File: config.mk
export PLATFORM = sky130hd
export DESIGN_NAME = micro_sequencer_flat
export DESIGN_NICKNAME = d
export VERILOG_FILES = /design/src/rtl/micro_sequencer_if.sv /design/src/rtl/micro_sequencer.sv /design/src/flat_wrapper.sv
export SDC_FILE = /design/constraint.sdc
export NUM_CORES = 1
export LEC_CHECK = 0
export ABC_CLOCK_PERIOD_IN_PS = 5300
export BUFFER_PORTS_ARGS = -buffer_cell sky130_fd_sc_hd__buf_2
export CORE_MARGIN = 2
export CORE_UTILIZATION = 40
export CTS_CLUSTER_DIAMETER = 120
export CTS_CLUSTER_SIZE = 12
export DETAILED_ROUTE_END_ITERATION = 6
export GPL_TIMING_DRIVEN = 0
export HOLD_SLACK_MARGIN = 0.03
export SLEW_MARGIN = 20
export SYNTH_ARGS = -nofsm -noshare
export SYNTH_HDL_FRONTEND = slang
export SYNTH_SLANG_ARGS = --single-unit
export TNS_END_PERCENT = 1
File: constraint.sdc
create_clock -name clk -period 5.3 [get_ports clk]
set_input_delay 0.265 -clock clk [delete_from_list [all_inputs] [get_ports clk]]
set_output_delay 0.265 -clock clk [all_outputs]
set_load 0.05 [all_outputs]
File: src/rtl/micro_sequencer_if.sv
// Bus bundle between micro_sequencer, instruction memory and control_unit.
// The master side is the sequencer; the slave side is the memory/control-unit pair.
interface micro_sequencer_if #(
  parameter int unsigned PC_W = 8
);
  logic            imem_req;
  logic [PC_W-1:0] imem_addr;
  logic            imem_valid;
  logic [15:0]     imem_data;
  logic [7:0]      addr_ins;
  logic [3:0]      operand1;
  logic [3:0]      operand2;
  logic            cu_en;
  logic            cw_last;
  logic            cw_branch;
  logic            zero_flag;
  logic            stall;

  modport master (
    output imem_req, imem_addr, addr_ins, operand1, operand2, cu_en,
    input  imem_valid, imem_data, cw_last, cw_branch, zero_flag, stall
  );

  modport slave (
    input  imem_req, imem_addr, addr_ins, operand1, operand2, cu_en,
    output imem_valid, imem_data, cw_last, cw_branch, zero_flag, stall
  );
endinterface

File: src/rtl/micro_sequencer.sv
// Fetch/decode/execute sequencer: fetches {opcode, op1, op2}, then steps control_unit
// through the opcode's micro-routine until the control word flags the last micro-op.
module micro_sequencer #(
  parameter int unsigned PC_W     = 8,
  parameter logic [7:0]  HALT_OP  = 8'hFF,
  parameter int unsigned MAX_UOPS = 8
) (
  input  logic                 clk,
  input  logic                 rst,
  input  logic                 start,
  micro_sequencer_if.master    bus,
  output logic                 busy,
  output logic                 halted,
  output logic                 fault
);

  localparam int unsigned       UCNT_W    = (MAX_UOPS > 1) ? $clog2(MAX_UOPS) : 1;
  localparam logic [UCNT_W-1:0] UCNT_LAST = UCNT_W'(MAX_UOPS - 1);

  typedef enum logic [2:0] {
    IDLE, FETCH, DECODE, ISSUE, EVAL, HALT
  } state_t;

  state_t            state, state_n;
  logic [PC_W-1:0]   pc;
  logic [15:0]       ir;
  logic [7:0]        uaddr;
  logic [7:0]        addr_ins_r;
  logic [UCNT_W-1:0] ucnt;
  logic              imem_req_r;
  logic              cu_en_r;
  logic              issue_go;

  assign issue_go     = (state == ISSUE) && !bus.stall;

  assign bus.imem_req  = imem_req_r;
  assign bus.imem_addr = pc;
  assign bus.addr_ins  = addr_ins_r;
  assign bus.cu_en     = cu_en_r;
  assign bus.operand1  = ir[7:4];
  assign bus.operand2  = ir[3:0];

  always_comb begin
    state_n = state;
    unique case (state)
      IDLE:    if (start) state_n = FETCH;
      FETCH:   if (bus.imem_valid) state_n = DECODE;
      DECODE:  state_n = (ir[15:8] == HALT_OP) ? HALT : ISSUE;
      ISSUE:   if (!bus.stall) state_n = EVAL;
      EVAL: begin
        if (bus.cw_last)           state_n = FETCH;
        else if (ucnt == UCNT_LAST) state_n = HALT;
        else                       state_n = ISSUE;
      end
      HALT:    state_n = HALT;
      default: state_n = IDLE;
    endcase
  end

  // Status outputs are registered from the next state so they line up with 'state'.
  always_ff @(posedge clk) begin
    if (rst) begin
      state      <= IDLE;
      pc         <= '0;
      ir         <= '0;
      uaddr      <= '0;
      ucnt       <= '0;
      addr_ins_r <= '0;
      imem_req_r <= 1'b0;
      cu_en_r    <= 1'b0;
      busy       <= 1'b0;
      halted     <= 1'b0;
      fault      <= 1'b0;
    end else begin
      state      <= state_n;
      imem_req_r <= (state_n == FETCH);
      busy       <= (state_n != IDLE) && (state_n != HALT);
      halted     <= (state_n == HALT);
      cu_en_r    <= issue_go;
      unique case (state)
        IDLE:   if (start) pc <= '0;
        FETCH:  if (bus.imem_valid) ir <= bus.imem_data;
        DECODE: begin
          uaddr <= ir[15:8];
          ucnt  <= '0;
        end
        ISSUE:  if (!bus.stall) addr_ins_r <= uaddr;
        EVAL: begin
          if (bus.cw_last) begin
            if (bus.cw_branch && bus.zero_flag) pc <= PC_W'(ir[7:0]);
            else                                pc <= pc + PC_W'(1);
          end else if (ucnt == UCNT_LAST) begin
            fault <= 1'b1;
          end else begin
            uaddr <= uaddr + 8'd1;
            ucnt  <= ucnt + UCNT_W'(1);
          end
        end
        default: ;
      endcase
    end
  end

endmodule
File: src/flat_wrapper.sv
// flat-port wrapper written by rule: the top's interface ports become plain ports
module micro_sequencer_flat 
#(
  parameter int unsigned PC_W     = 8,
  parameter logic [7:0]  HALT_OP  = 8'hFF,
  parameter int unsigned MAX_UOPS = 8
)
  (clk, rst, start, busy, halted, fault, bus_imem_req, bus_imem_addr, bus_addr_ins, bus_operand1, bus_operand2, bus_cu_en, bus_imem_valid, bus_imem_data, bus_cw_last, bus_cw_branch, bus_zero_flag, bus_stall);
  micro_sequencer_if #(.PC_W(PC_W)) bus_i ();
  input  logic clk;
  input  logic rst;
  input  logic start;
  output logic busy;
  output logic halted;
  output logic fault;
  output wire logic [$bits(bus_i.imem_req)-1:0] bus_imem_req;
  output wire logic [$bits(bus_i.imem_addr)-1:0] bus_imem_addr;
  output wire logic [$bits(bus_i.addr_ins)-1:0] bus_addr_ins;
  output wire logic [$bits(bus_i.operand1)-1:0] bus_operand1;
  output wire logic [$bits(bus_i.operand2)-1:0] bus_operand2;
  output wire logic [$bits(bus_i.cu_en)-1:0] bus_cu_en;
  input wire logic [$bits(bus_i.imem_valid)-1:0] bus_imem_valid;
  input wire logic [$bits(bus_i.imem_data)-1:0] bus_imem_data;
  input wire logic [$bits(bus_i.cw_last)-1:0] bus_cw_last;
  input wire logic [$bits(bus_i.cw_branch)-1:0] bus_cw_branch;
  input wire logic [$bits(bus_i.zero_flag)-1:0] bus_zero_flag;
  input wire logic [$bits(bus_i.stall)-1:0] bus_stall;
  assign bus_imem_req = bus_i.imem_req;
  assign bus_imem_addr = bus_i.imem_addr;
  assign bus_addr_ins = bus_i.addr_ins;
  assign bus_operand1 = bus_i.operand1;
  assign bus_operand2 = bus_i.operand2;
  assign bus_cu_en = bus_i.cu_en;
  assign bus_i.imem_valid = bus_imem_valid;
  assign bus_i.imem_data = bus_imem_data;
  assign bus_i.cw_last = bus_cw_last;
  assign bus_i.cw_branch = bus_cw_branch;
  assign bus_i.zero_flag = bus_zero_flag;
  assign bus_i.stall = bus_stall;
  micro_sequencer #(.PC_W(PC_W), .HALT_OP(HALT_OP), .MAX_UOPS(MAX_UOPS)) u_core (.clk(clk), .rst(rst), .start(start), .bus(bus_i), .busy(busy), .halted(halted), .fault(fault));
endmodule
==> results of run 1 <==
-- metrics by stage --
stage	power (uW)	setup slack (ns)	util, %	hold WS, ns
after floorplan	487	3.34	-	0.401
after global placement	520	3.10	47.3	0.442
after detailed placement	520	3.10	47.3	0.447
after CTS	808	3.07	49.4	0.170
after global routing	840	2.96	49.4	0.176
final	805	3.06	49.4	0.174
-- path summary, 6_finish.rpt --
kind	startpoint	slack [ns]	cells after the start	endpoint
worst max-delay path	u_core.ucnt[0]	3.06	7	u_core.halted
worst min-delay path	bus_imem_data[10]	0.17	3	u_core.ir[10]
worst max register to register	u_core.ucnt[0]	3.06	7	u_core.halted
worst min register to register	u_core.bus.addr_ins[3]	0.46	2	u_core.bus.addr_ins[3]
-- power by group through the flow --
stage / Sequential (uW) / Clock, uW / Combinational (uW)
2_1_floorplan: 421 / 0 / 65.5
3_3_place_gp: 416 / 0 / 104
3_5_place_dp: 416 / 0 / 104
4_1_cts: 407 / 296 / 105
5_1_grt: 410 / 314 / 115
6_report: 407 / 293 / 105
-- cell families after synthesis --
group,Yosys count
AND/OR/NAND/NOR,134
AO/OA/AOI/OAI,86
flip-flops,51
buffers and inverters,31
adder cells (fa/ha/maj),4
multiplexers,2
-- state kept, by name, summed over array words and instances (netlist names) --
name / cells
u_core.busy: 1
u_core.halted: 1
u_core.bus.imem_req: 1
u_core.bus.addr_ins: 8
u_core.bus.cu_en: 1
u_core.uaddr: 8
u_core.fault: 1
u_core.bus.imem_addr: 8
u_core.state: 3
u_core.ir: 16
u_core.ucnt: 3
-- worst max-delay path, stage by stage, from the launching register on --
cell and delay, ns:
dfxtp_1 0.34, ha_1 0.19, ha_1 0.24, or4b_1 0.52, a21o_1 0.20, clkbuf_1 0.24, o211ai_1 0.29, nor3_1 0.08
-- layer usage --
metal / up-vias / GRT usage [%] / wire length, microns
met3: 9 / 4.40 / 341
met5: - / 0 / 0
met2: 65 / 28.7 / 2660
met1: 1037 / 28.7 / 3230
met4: 0 / 7.33 / 104
li1: 1207 / - / -
-- cell type report --
class / count / area [sq um]
plain buffers: 28 / 143
clock buffers: 6 / 82.6
clock inverters: 2 / 38.8
fillers: 614 / 2980
inverters: 3 / 11.3
multi-input cells: 226 / 1260
flip-flops and latches: 51 / 1020
well taps: 75 / 93.8
repair buffers: 52 / 260
-- cell usage in the layout, fill, tap and decap left out, types with 4 or more instances in the layout --
master,synthesis,final
dfxtp_1,51,51
o2bb2ai_1,4,4
buf_2,0,52
buf_4,10,10
nor3_1,8,8
clkbuf_8,0,6
a21oi_1,44,44
nand2b_1,4,4
nor2_1,10,10
and2_1,6,6
nand4_1,5,5
nand2_1,66,66
ha_1,4,4
o21ai_0,9,9
nand3_1,11,11
nor3b_1,4,4
clkbuf_1,18,18
==> results.py, run 1 <==
metrics = {
    "status": {
        "status": "finished clean",
    },
    "flow_run": {
        "max_cap_violations": 0,
    },
    "cts": {
        "clockBufferDepth": 2,
        "post_cts_buffers": 0,
        "holdBufCountCts": 0,
        "clkTransAtPathRegs_ns": 0.10,
        "cts_max_level": 2,
        "cts-buffers-inserted": 5,
        "cts-resized-gates": 0,
        "cts_tree": "done",
        "cts_root_buffer": "clkbuf_8",
        "clock_sinks": 51,
        "clock_latency_ns": 0.31,
    },
    "yosys": {
        "synth_fa_ha_area_share_pct": 2.06,
        "synthXorXnorAreaFrac_pct": 0,
        "synth.distinct_cells": 49,
        "netlist_area_sq_mm": 0.00243,
        "synthArstFlopShare_pct": 0,
        "syn-num-nets": 336,
        "synth_common_cells": "nand2_1 (66), dfxtp_1 (51), a21oi_1 (44)",
        "ys_top_cells_by_area": "dfxtp_1 (42%), nand2_1 (10%), a21oi_1 (9.1%), buf_4 (3.1%), clkbuf_1 (2.8%)",
        "synth_most_common_cell": "nand2_1",
        "netlist_instances": 308,
        "yosys.area_share.simple_pct": 26.9,
        "synth_edf_count": 0,
        "ys.flop_type": "dfxtp_1",
        "yosys_warnings": 0,
        "seq_area_frac_synth_pct": 42.0,
        "netlist.area_leader.share_pct": 42.0,
        "synthMuxAreaShare_pct": 0.875,
        "synth_top_area_cell": "dfxtp_1",
        "ys_ff_latch": 51,
        "synth_top_family_by_area": "simple AND/OR/NAND/NOR gates",
        "synth_compound_area_share_pct": 21.9,
        "synth_area_per_cell_sq_um": 7.89,
    },
    "routing": {
        "vias_per_cell": 5.23,
        "routedWlPerCell_microns": 14.3,
        "drt_iter0_markers": 192,
        "detail-route-antenna-nets": 0,
        "drt_wl_total_mm": 6.33,
        "drtPass1Iterations": 4,
        "drcViolationCount": 0,
        "dr_total_vias": 2318,
    },
    "sta": {
        "period_needed_ns": 2.24,
        "relSlewSlack_pct": 50.1,
        "worst_slew_pin_slew_ns": 0.739,
        "rsz0062_at_grt": "false",
        "fin_skew_ns": 0.00614,
        "finalMaxSlewViolations": 0,
        "hold_viol": 0,
        "fin_tns_setup_ns": 0,
        "finalCritPeriodShare_pct": 42.4,
        "max_freq_mhz": 446,
        "setup_violations": 0,
    },
    "power_and_ir_drop": {
        "combPwrFrac_pct": 13.0,
        "seqPwrFrac_pct": 50.6,
        "internal_power_uw": 587,
        "power.switching_uw": 218,
        "power_density_mw_per_mm2": 277,
        "p_leak_uw": 0.00114,
        "p_sw_share_pct": 27.1,
        "p_clk_share_pct": 36.4,
        "vdd_drop_max_uv": 124,
    },
    "finish": {
        "layout-drive-gt1-share_pct": 20.7,
        "area_growth_pct": 19.6,
        "stdcell_area_sq_mm": 0.00291,
        "fin_cells": 443,
        "antennaDiodeCount": 0,
        "nets": 395,
    },
    "grt": {
        "grt_pass1_vias": 2080,
        "grt_pass1_wl_mm": 10.2,
        "track_usage_pct": 19.9,
        "grt_overflow": 0,
        "grt_max_degree": 17,
        "antenna_found_initial": 0,
    },
    "placed_design": {
        "dp_cells": 435,
        "placed_area_sq_mm": 0.00279,
        "port_buffers": 52,
        "place.gp.congestion": 0.858,
        "place_hpwl_mm": 4.65,
    },
    "setup_path": {
        "worst_setup_path_end_kind": "register",
        "path_class": "reg2reg",
        "crit_required_ns": 5.48,
        "worstPathArrival_ns": 2.42,
        "crit_fanout": 10,
        "cp-start-kind": "register",
    },
    "floorplanning": {
        "coreArea_sq_mm": 0.00589,
        "io_pins": 53,
        "die_w_microns": 82.0,
        "die_y_microns": 82.0,
        "rows": 28,
        "dieArea_sq_mm": 0.00672,
        "initial_core_util_pct": 41.3,
    },
    "min_path": {
        "hold_path.class": "in2reg",
    },
}
No activity file was read; power rests on OpenSTA's default activity.
==> inputs of run 2 (changes only) <==
ABC_CLOCK_PERIOD_IN_PS = 2100   (was 5300)
clock period = 2.1 ns   (was 5.3 ns; I/O delays follow)
==> results.py, run 2 (synthesis results as in run 1) <==
metrics = {
    "grt": {
        "grt_max_degree": 17,
        "grt_pass1_vias": 2156,
        "antenna_found_initial": 0,
        "track_usage_pct": 20.3,
        "grt_use_met1_pct": 28.7,
        "use_met3_pct": 4.40,
        "gr-usage-met2_pct": 30.4,
        "grt_pass1_wl_mm": 10.4,
        "grt_overflow": 0,
        "grt_busiest_layer": "met2",
    },
    "finish": {
        "layout.cells.most_common_list": "nand2_1 (66), buf_2 (52), dfxtp_1 (50)",
        "layout_commonest_cell": "nand2_1",
        "nets": 411,
        "layout-drive-gt1-share_pct": 21.4,
        "largest-register": "u_core.ir",
        "seq_area_sq_mm": 0.00102,
        "antennaDiodeCount": 0,
        "fillCellCount": 601,
        "stdcell_area_sq_mm": 0.00308,
        "multi_input_area_sq_mm": 0.00127,
        "largest_register_ffs": 16,
        "area_growth_pct": 26.8,
    },
    "setup_path": {
        "worstPathArrival_ns": 2.22,
        "path_class": "reg2reg",
        "cp-start-kind": "register",
        "crit_required_ns": 2.28,
        "crit_fanout": 10,
        "worst_setup_path_end_kind": "register",
    },
    "placed_design": {
        "placed_area_sq_mm": 0.00279,
        "place.gp.congestion": 0.858,
        "place_hpwl_mm": 4.65,
        "port_buffers": 52,
    },
    "sta": {
        "rsz0062_at_grt": "true",
        "timing.hold.ws_ns": 0.139,
        "period_needed_ns": 2.04,
        "finalMaxSlewViolations": 0,
        "relSlewSlack_pct": 50.2,
        "fin_skew_ns": 0.00647,
        "fin_tns_setup_ns": 0,
        "worst_slew_pin_slew_ns": 0.738,
        "setup_violations": 0,
        "finalCritPeriodShare_pct": 97.3,
        "hold_viol": 0,
        "max_freq_mhz": 489,
    },
    "power_and_ir_drop": {
        "p_total_uw": 2050,
        "p_leak_uw": 0.00121,
        "p_clk_share_pct": 35.9,
        "power_density_mw_per_mm2": 666,
        "vdd_drop_max_uv": 315,
        "seqPwrFrac_pct": 50.0,
        "internal_power_uw": 1500,
        "power.switching_uw": 553,
        "combPwrFrac_pct": 14.1,
        "p_sw_share_pct": 26.9,
    },
    "cts": {
        "cts_root_buffer": "clkbuf_8",
        "cts_max_level": 2,
        "clkTransAtPathRegs_ns": 0.10,
        "cts-buffers-inserted": 5,
        "post_cts_buffers": 0,
        "cts_tree": "done",
        "clock_latency_ns": 0.32,
        "clock_sinks": 51,
        "clockBufferDepth": 2,
    },
    "floorplanning": {
        "coreArea_sq_mm": 0.00589,
        "io_pins": 53,
        "rows": 28,
        "die_y_microns": 82.0,
        "die_w_microns": 82.0,
        "dieArea_sq_mm": 0.00672,
        "initial_core_util_pct": 41.3,
    },
    "routing": {
        "routedWlPerCell_microns": 14.1,
        "drt_wl_total_mm": 6.47,
        "vias_per_cell": 5.20,
        "drtPass1Iterations": 4,
        "drt_iter0_markers": 158,
        "detail-route-antenna-nets": 0,
        "dr_total_vias": 2387,
        "drcViolationCount": 0,
    },
    "status": {
        "status": "finished clean",
    },
    "flow_run": {
        "max_cap_violations": 0,
    },
    "min_path": {
        "hold_path.class": "in2reg",
    },
}
-- run 2: cell types whose count changed in the layout (fill, tap and decap cells not counted), sizes merged --
| cell | before | now |
|---|---|---|
| buf | 62 | 63 |
| clkbuf | 24 | 23 |
| dlygate4sd3 | 0 | 16 |
-- run 2: worst paths after layout --
kind | startpoint | to | slack, ns | cells past startpoint
hold reg to reg | u_core.bus.addr_ins[3] | u_core.bus.addr_ins[3] | 0.46 | 2
hold / removal | bus_cw_last | u_core.bus.imem_addr[6] | 0.14 | 3
setup / recovery | u_core.ucnt[0] | u_core.halted | 0.06 | 7
setup reg to reg | u_core.ucnt[0] | u_core.halted | 0.06 | 7
-- run 2: what timing repair did --
action / CTS / global route
pin swaps: 1 / 1
endpoints found under the hold margin: 15 / 1
endpoints found under the setup margin: 8 / 8
hold buffers: 15 / 1
resized for setup: 5 / 4
-- run 2: worst max-delay path, cell delays in order (launching register included) --
cell,delay (ns)
dfxtp_2,0.34
ha_1,0.19
ha_2,0.21
or4b_4,0.50
a21o_1,0.19
buf_4,0.17
o211ai_1,0.22
nor3_1,0.08
-- run 2: cell type report --
cell class / count / share of cell area [%]
buffer: 28 / 4.79
clock buffer: 6 / 2.68
clock inverter: 2 / 1.26
inverter: 3 / 0.365
multi-input combinational: 226 / 41.1
sequential: 51 / 33.2
tap: 75 / 3.04
timing repair buffer: 68 / 13.6
-- run 2: through the flow --
stage / worst slack [ns] / utilization, % / cells
6_report: 0.0559 / 52.4 / 459
5_1_grt: -0.0582 / 52.4 / 459
4_1_cts: 0.0125 / 52.2 / 458
3_5_place_dp: -0.105 / 47.3 / 435
3_3_place_gp: -0.101 / 47.3 / 435
2_1_floorplan: 0.139 / - / 308
-- run 2: power by group through the flow --
stage / Combinational [uW] / Clock [uW] / Sequential [uW]
detailed placement: 263 / 0 / 1050
finish: 290 / 737 / 1030
CTS: 288 / 748 / 1030
floorplan: 165 / 0 / 1060
global route: 317 / 794 / 1030
global placement: 263 / 0 / 1050
-- run 2: routing by layer --
metal | routed length, microns | vias up | share of wire [%]
met5 | 0 | - | 0
met1 | 3330 | 1086 | 51
met2 | 2750 | 60 | 42
met4 | 104 | 0 | 1.6
li1 | - | 1232 | -
met3 | 287 | 9 | 4.4
